--- src/rtl/alu_pkg.sv ---
// alu_pkg: shared definitions for the ALU command interface.
//   - alu_op_e      : opcode encoding (ADD/SUB/MUL/DIV)
//   - issue_state_t : issuer FSM state encoding
//   - CMD_W/RES_W   : command and result widths
//   - A_LSB/B_LSB/OP_LSB : field positions inside the command word
//   - alu_expect()  : returns {dont_check, 9-bit expected result}
package alu_pkg;

  localparam int unsigned CMD_W  = 10;
  localparam int unsigned RES_W  = 9;
  localparam int unsigned A_LSB  = 0;
  localparam int unsigned B_LSB  = 4;
  localparam int unsigned OP_LSB = 8;

  typedef enum logic [1:0] {
    OP_ADD = 2'd0,
    OP_SUB = 2'd1,
    OP_MUL = 2'd2,
    OP_DIV = 2'd3
  } alu_op_e;

  typedef enum logic {
    ST_IDLE = 1'b0,
    ST_SEND = 1'b1
  } issue_state_t;

  // Bit RES_W is the don't-check flag (divide by zero); bits RES_W-1:0 the value.
  function automatic logic [RES_W:0] alu_expect(input logic [3:0] a,
                                                input logic [3:0] b,
                                                input alu_op_e    op);
    logic [RES_W-1:0] v;
    logic             dc;
    v  = '0;
    dc = 1'b0;
    case (op)
      OP_ADD: v = RES_W'(a) + RES_W'(b);
      OP_SUB: v = RES_W'(a) - RES_W'(b);
      OP_MUL: v = RES_W'(a) * RES_W'(b);
      OP_DIV: begin
        if (b == 4'd0) dc = 1'b1;
        else           v  = RES_W'(a / b);
      end
      default: v = '0;
    endcase
    return {dc, v};
  endfunction

endpackage

--- src/rtl/alu_exp_fifo.sv ---
// alu_exp_fifo: circular scoreboard of expected results.
//   clk, rst      : clock, async active-high reset (empties the buffer)
//   i_push/i_data : write an entry (accepted when not full, or when popping)
//   i_pop/o_data  : o_data is the head; i_pop removes it when not empty
//   o_full/o_empty/o_count : occupancy status
module alu_exp_fifo #(
  parameter int unsigned DEPTH = 8,
  parameter int unsigned W     = 10
) (
  input  logic                     clk,
  input  logic                     rst,
  input  logic                     i_push,
  input  logic [W-1:0]             i_data,
  input  logic                     i_pop,
  output logic [W-1:0]             o_data,
  output logic                     o_full,
  output logic                     o_empty,
  output logic [$clog2(DEPTH):0]   o_count
);

  localparam int unsigned AW = $clog2(DEPTH);

  logic [AW:0]  r_wr;
  logic [AW:0]  r_rd;
  logic [W-1:0] r_mem [DEPTH];
  logic         w_do_push;
  logic         w_do_pop;

  // Extra MSB on each pointer distinguishes full from empty.
  assign o_empty   = (r_wr == r_rd);
  assign o_full    = (r_wr[AW] != r_rd[AW]) && (r_wr[AW-1:0] == r_rd[AW-1:0]);
  assign o_count   = r_wr - r_rd;
  assign o_data    = r_mem[r_rd[AW-1:0]];
  assign w_do_pop  = i_pop && !o_empty;
  // When full, a simultaneous pop frees the head slot that the push overwrites.
  assign w_do_push = i_push && (!o_full || w_do_pop);

  always_ff @(posedge clk or posedge rst) begin
    if (rst) begin
      r_wr <= '0;
      r_rd <= '0;
    end else begin
      if (w_do_push) r_wr <= r_wr + 1'b1;
      if (w_do_pop)  r_rd <= r_rd + 1'b1;
    end
  end

  always_ff @(posedge clk) begin
    if (w_do_push) r_mem[r_wr[AW-1:0]] <= i_data;
  end

endmodule

--- src/rtl/alu_cmd_issuer.sv ---
// alu_cmd_issuer: initiator end of the ALU command interface.
//   clk, reset                 : clock, async active-high reset
//   host_valid/ready/a/b/op    : host operation input
//   req_data/valid/ready       : packed command {op,b,a} to the ALU input FIFO
//   rsp_data/valid/ready       : 9-bit results from the ALU output FIFO
//   outstanding                : commands issued but not yet answered
//   pass_cnt/fail_cnt          : saturating result-check counters
//   err_unexpected             : sticky, result with empty scoreboard
//   timeout                    : sticky watchdog flag
// Optional macro ALU_CMD_ISSUER_TIMEOUT_EN enables the response watchdog.
module alu_cmd_issuer
  import alu_pkg::*;
#(
  parameter int unsigned DEPTH          = 8,
  parameter int unsigned TIMEOUT_CYCLES = 64
) (
  input  logic                       clk,
  input  logic                       reset,
  input  logic                       host_valid,
  output logic                       host_ready,
  input  logic [3:0]                 host_a,
  input  logic [3:0]                 host_b,
  input  logic [1:0]                 host_op,
  output logic [9:0]                 req_data,
  output logic                       req_valid,
  input  logic                       req_ready,
  input  logic [8:0]                 rsp_data,
  input  logic                       rsp_valid,
  output logic                       rsp_ready,
  output logic [$clog2(DEPTH):0]     outstanding,
  output logic [15:0]                pass_cnt,
  output logic [15:0]                fail_cnt,
  output logic                       err_unexpected,
  output logic                       timeout
);

  localparam int unsigned CNT_W = $clog2(DEPTH) + 1;
  localparam logic [CNT_W-1:0] DEPTH_C = CNT_W'(DEPTH);

  issue_state_t     r_state;
  issue_state_t     w_state_nxt;
  logic [CMD_W-1:0] r_req_data;
  logic [CNT_W-1:0] r_outstanding;
  logic [15:0]      r_pass;
  logic [15:0]      r_fail;
  logic             r_err;
  logic             w_timeout;

  logic             w_host_fire;
  logic             w_req_fire;
  logic             w_rsp_fire;
  logic [CMD_W-1:0] w_cmd;
  logic [RES_W:0]   w_exp;
  logic [RES_W:0]   w_head;
  logic             w_sb_full;
  logic             w_sb_empty;
  logic [CNT_W-1:0] w_sb_count;
  logic             w_push;

  assign w_host_fire = host_valid && host_ready;
  assign w_req_fire  = req_valid && req_ready;
  assign w_rsp_fire  = rsp_valid && rsp_ready;

  always_comb begin
    w_cmd = '0;
    w_cmd[A_LSB +: 4]  = host_a;
    w_cmd[B_LSB +: 4]  = host_b;
    w_cmd[OP_LSB +: 2] = host_op;
  end

  assign w_exp  = alu_expect(host_a, host_b, alu_op_e'(host_op));
  assign w_push = w_host_fire && !w_sb_full;

  alu_exp_fifo #(
    .DEPTH (DEPTH),
    .W     (RES_W + 1)
  ) u_sb (
    .clk     (clk),
    .rst     (reset),
    .i_push  (w_push),
    .i_data  (w_exp),
    .i_pop   (w_rsp_fire),
    .o_data  (w_head),
    .o_full  (w_sb_full),
    .o_empty (w_sb_empty),
    .o_count (w_sb_count)
  );

  // FSM: state register
  always_ff @(posedge clk or posedge reset) begin
    if (reset) r_state <= ST_IDLE;
    else       r_state <= w_state_nxt;
  end

  // FSM: next state
  always_comb begin
    w_state_nxt = r_state;
    case (r_state)
      ST_IDLE: if (w_host_fire) w_state_nxt = ST_SEND;
      ST_SEND: if (req_ready)   w_state_nxt = ST_IDLE;
      default: w_state_nxt = ST_IDLE;
    endcase
  end

  // FSM: outputs. The scoreboard count equals outstanding plus any pending
  // command, so it is the admission test.
  always_comb begin
    req_valid  = (r_state == ST_SEND);
    rsp_ready  = !reset;
    host_ready = !reset && (r_state == ST_IDLE) && (w_sb_count < DEPTH_C) && !w_timeout;
  end

  always_ff @(posedge clk or posedge reset) begin
    if (reset) r_req_data <= '0;
    else if (w_host_fire) r_req_data <= w_cmd;
  end

  always_ff @(posedge clk or posedge reset) begin
    if (reset) begin
      r_outstanding <= '0;
    end else begin
      case ({w_req_fire, w_rsp_fire && (r_outstanding != '0)})
        2'b10:   r_outstanding <= r_outstanding + 1'b1;
        2'b01:   r_outstanding <= r_outstanding - 1'b1;
        default: r_outstanding <= r_outstanding;
      endcase
    end
  end

  always_ff @(posedge clk or posedge reset) begin
    if (reset) begin
      r_pass <= '0;
      r_fail <= '0;
      r_err  <= 1'b0;
    end else if (w_rsp_fire) begin
      if (w_sb_empty) begin
        r_err <= 1'b1;
      end else if (!w_head[RES_W]) begin
        if (w_head[RES_W-1:0] == rsp_data) begin
          if (r_pass != 16'hFFFF) r_pass <= r_pass + 1'b1;
        end else begin
          if (r_fail != 16'hFFFF) r_fail <= r_fail + 1'b1;
        end
      end
    end
  end

`ifdef ALU_CMD_ISSUER_TIMEOUT_EN
  localparam logic [15:0] TO_C = 16'(TIMEOUT_CYCLES);
  logic [15:0] r_wd;
  logic        r_timeout;

  always_ff @(posedge clk or posedge reset) begin
    if (reset) begin
      r_wd      <= '0;
      r_timeout <= 1'b0;
    end else if (w_rsp_fire || (r_outstanding == '0)) begin
      r_wd <= '0;
    end else begin
      if (r_wd != 16'hFFFF) r_wd <= r_wd + 1'b1;
      // r_wd holds cycles already waited; this edge completes one more.
      if (r_wd >= TO_C - 16'd1) r_timeout <= 1'b1;
    end
  end

  assign w_timeout = r_timeout;
`else
  assign w_timeout = 1'b0;
`endif

  assign req_data       = r_req_data;
  assign outstanding    = r_outstanding;
  assign pass_cnt       = r_pass;
  assign fail_cnt       = r_fail;
  assign err_unexpected = r_err;
  assign timeout        = w_timeout;

endmodule
--- config.mk ---
export PLATFORM = sky130hd
export DESIGN_NAME = alu_cmd_issuer
export DESIGN_NICKNAME = d
export VERILOG_FILES = /design/src/rtl/alu_pkg.sv /design/src/rtl/alu_exp_fifo.sv /design/src/rtl/alu_cmd_issuer.sv
export SDC_FILE = /design/constraint.sdc
export NUM_CORES = 1
export LEC_CHECK = 0
export ABC_AREA = 1
export CORE_MARGIN = 2
export CORE_UTILIZATION = 45
export DETAILED_ROUTE_END_ITERATION = 12
export GPL_ROUTABILITY_DRIVEN = 0
export GPL_TIMING_DRIVEN = 0
export PLACE_DENSITY = 0.74
export RECOVER_POWER = 100
export SLEW_MARGIN = 15
export SYNTH_ARGS = -nofsm -noshare
export SYNTH_HDL_FRONTEND = slang
export SYNTH_HIERARCHICAL = 1
export SYNTH_SLANG_ARGS = --single-unit
export TNS_END_PERCENT = 10
--- constraint.sdc ---
create_clock -name clk -period 5 [get_ports clk]
set_input_delay 1.5 -clock clk [delete_from_list [all_inputs] [get_ports clk]]
set_output_delay 1.5 -clock clk [all_outputs]
set_load 0.03 [all_outputs]
==> flow_metrics.tcl <==
set metrics [dict create \
    path_clk_slew_ns 0.06 \
    initial_utilization 0.463 \
    worst_slew_pin_slew_ns 1.78 \
    grt_use_met2 0.388 \
    dp_worst_setup_slack_ns -6.94 \
    instances_no_fill 1506 \
    hold_violations 0 \
    r2r_slack_ns 0.89 \
    gr-max-usage-layer "met2" \
    status "finished with violations" \
    fin_crit_sh 1.98 \
    die_w_um 143 \
    maxCapViolCount 1 \
    synth-warning-count 6 \
    p_leak_nw 5.51 \
    final_common_cell "nand2_1" \
    cts_sinks 136 \
    grt_pass1_vias 7472 \
    globalRouteMet1Util 0.285 \
    ir_drop_mv 0.600 \
    critPathBufInv 12 \
    clock_latency_ns 0.42 \
    min_path_type "register to register" \
    crit_fanout 8 \
    design.core.area_um2 18900 \
    crit_path_end_kind "register" \
    row_count 50 \
    setup_viol 153 \
    whs_ns 0.468 \
    viasPerCell 5.24 \
    h-tree-depth 4 \
    placedCellCount 1365 \
    slew_viol_final 35 \
    drt-wirelength-per-cell_um 16.3 \
    postLayoutSetupSlackWorst_ns -4.88 \
    switching_share 0.426 \
    synth_area_per_cell_um2 8.54 \
    drc 0 \
    fin_crit_ns 9.88 \
    cts_buffers 17 \
    grt_pass1_wl_um 36200 \
    p_sw_w 0.00268 \
    drt_wl_total_um 24500 \
    cts_tree "built" \
    p_int_w 0.00362 \
    area_growth_pct 34.6 \
    powerDensity_nw_per_um2 535 \
    clock_skew_ns 0.00879 \
    grt_overflow_total 0 \
    cts_root_buffer "clkbuf_16" \
    postSynthCellCount 1025 \
    crit_arrival_ns 10.02 \
    dp_hpwl_um 15000 \
    required_ns 5.14 \
    p_comb_frac 0.584 \
    grt_max_degree 35 \
    layout-drive-gt1-share 0.238 \
    nNetsFinal 1326 \
    firstDrtPassIters 6 \
    cpMaxStageDelayCell "ha_1" \
    netlist_area_um2 8750 \
    rsz0062_at_grt "yes" \
    die_y_um 143 \
    use_met3 0.0340 \
    layout_common_cells "nand2_1, buf_4, inv_1" \
    critical_path_class "input port to register" \
    path_delay_family "simple AND/OR/NAND/NOR gates" \
    max_stage_delay_ns 0.32 \
    num_antenna_cells 0 \
    antenna_found_initial 0 \
    relSlewSlack -0.186 \
    drtIter0Drc 605 \
    clockPowerShare 0.179 \
    io_buffers 73 \
    grt.total_usage 0.225 \
    boundaryPins 75 \
    vias 7893 \
    cts_hold_buf 0 \
    start_kind "input port" \
    fmax_mhz 101 \
    dieArea_um2 20600 \
    cts.path.max_buffers 2 \
    pwr-share-seq 0.237 \
    violations "capacitance limit, slew limit, setup timing" \
    drtAntennaViolNets 0 \
    crit_top_cell "nand2_4" \
]
## per-layer routing
| metal | up-vias | part of all wire |
|---|---|---|
| met2 | 285 | 0.50 |
| met1 | 3746 | 0.41 |
| li1 | 3776 | - |
| met4 | 0 | 0.036 |
| met5 | - | 0 |
| met3 | 86 | 0.052 |
## worst register-to-register path: stages, from the launching register on
cell      delay, ns
dfrtp_1        0.44
inv_1          0.11
clkbuf_1       0.41
ha_1           0.34
nand2_1        0.14
or2_2          0.15
nand3_1        0.08
nand2_1        0.06
nand2_1        0.08
nor3_1         0.20
nand2_1        0.13
clkbuf_1       0.24
nor2_1         0.43
nand3_2        0.17
nor2_1         0.73
## final cells by class
type,instances,area (µm²)
timing repair buffer,184,1590
fill,1516,7120
clock inverter,15,113
tap,260,325
buffer,20,140
inverter,121,504
multi-input combinational,753,4870
sequential,136,3800
clock buffer,17,425
## sequential cells by signal, summed over array words and instances (netlist names)
register	count
pass_cnt	16
u_sb/r_rd	4
req_valid	1
err_unexpected	1
fail_cnt	16
u_sb/r_mem	80
req_data	10
u_sb/r_wr	4
outstanding	4
## repair_timing
| action | in CTS | in global routing |
|---|---|---|
| setup endpoints to repair | 64 | 48 |
| pin swaps | 45 | 55 |
| gates cloned | 0 | 0 |
| setup buffers | 90 | 19 |
| resized for setup | 64 | 53 |
## through the flow
stage | total power [W] | util | area (µm²) | setup TNS (ns)
4_1_cts | 0.00596 | 0.604 | 11400 | -98.52
3_5_place_dp | 0.00424 | 0.531 | 10000 | -200.45
5_1_grt | 0.00670 | 0.623 | 11800 | -252.55
3_3_place_gp | 0.00417 | 0.529 | 10000 | -240.75
2_1_floorplan | 0.00352 | - | 8940 | -108.86
6_report | 0.00630 | 0.623 | 11800 | -167.64
## power groups by stage
| stage | Combinational [W] | Clock, W | Sequential [W] |
|---|---|---|---|
| 5_1_grt | 0.00400 | 0.00119 | 0.00151 |
| 4_1_cts | 0.00332 | 0.00114 | 0.00150 |
| 6_report | 0.00368 | 0.00113 | 0.00149 |
| 3_3_place_gp | 0.00266 | 0 | 0.00151 |
| 3_5_place_dp | 0.00273 | 0 | 0.00151 |
| 2_1_floorplan | 0.00188 | 0 | 0.00165 |
## final timing paths
kind                                    end  depth (start not counted)            from
setup / recovery           u_sb/r_mem[5][0]                         71       host_b[0]
hold / removal               err_unexpected                          1  err_unexpected
setup reg to reg           u_sb/r_mem[4][6]                         14    u_sb/r_rd[2]
hold reg to reg              err_unexpected                          1  err_unexpected
max in group asynchronous       pass_cnt[2]                          3           reset
min in group asynchronous      u_sb/r_rd[1]                          2           reset
Power figures use the tool's default switching activity.
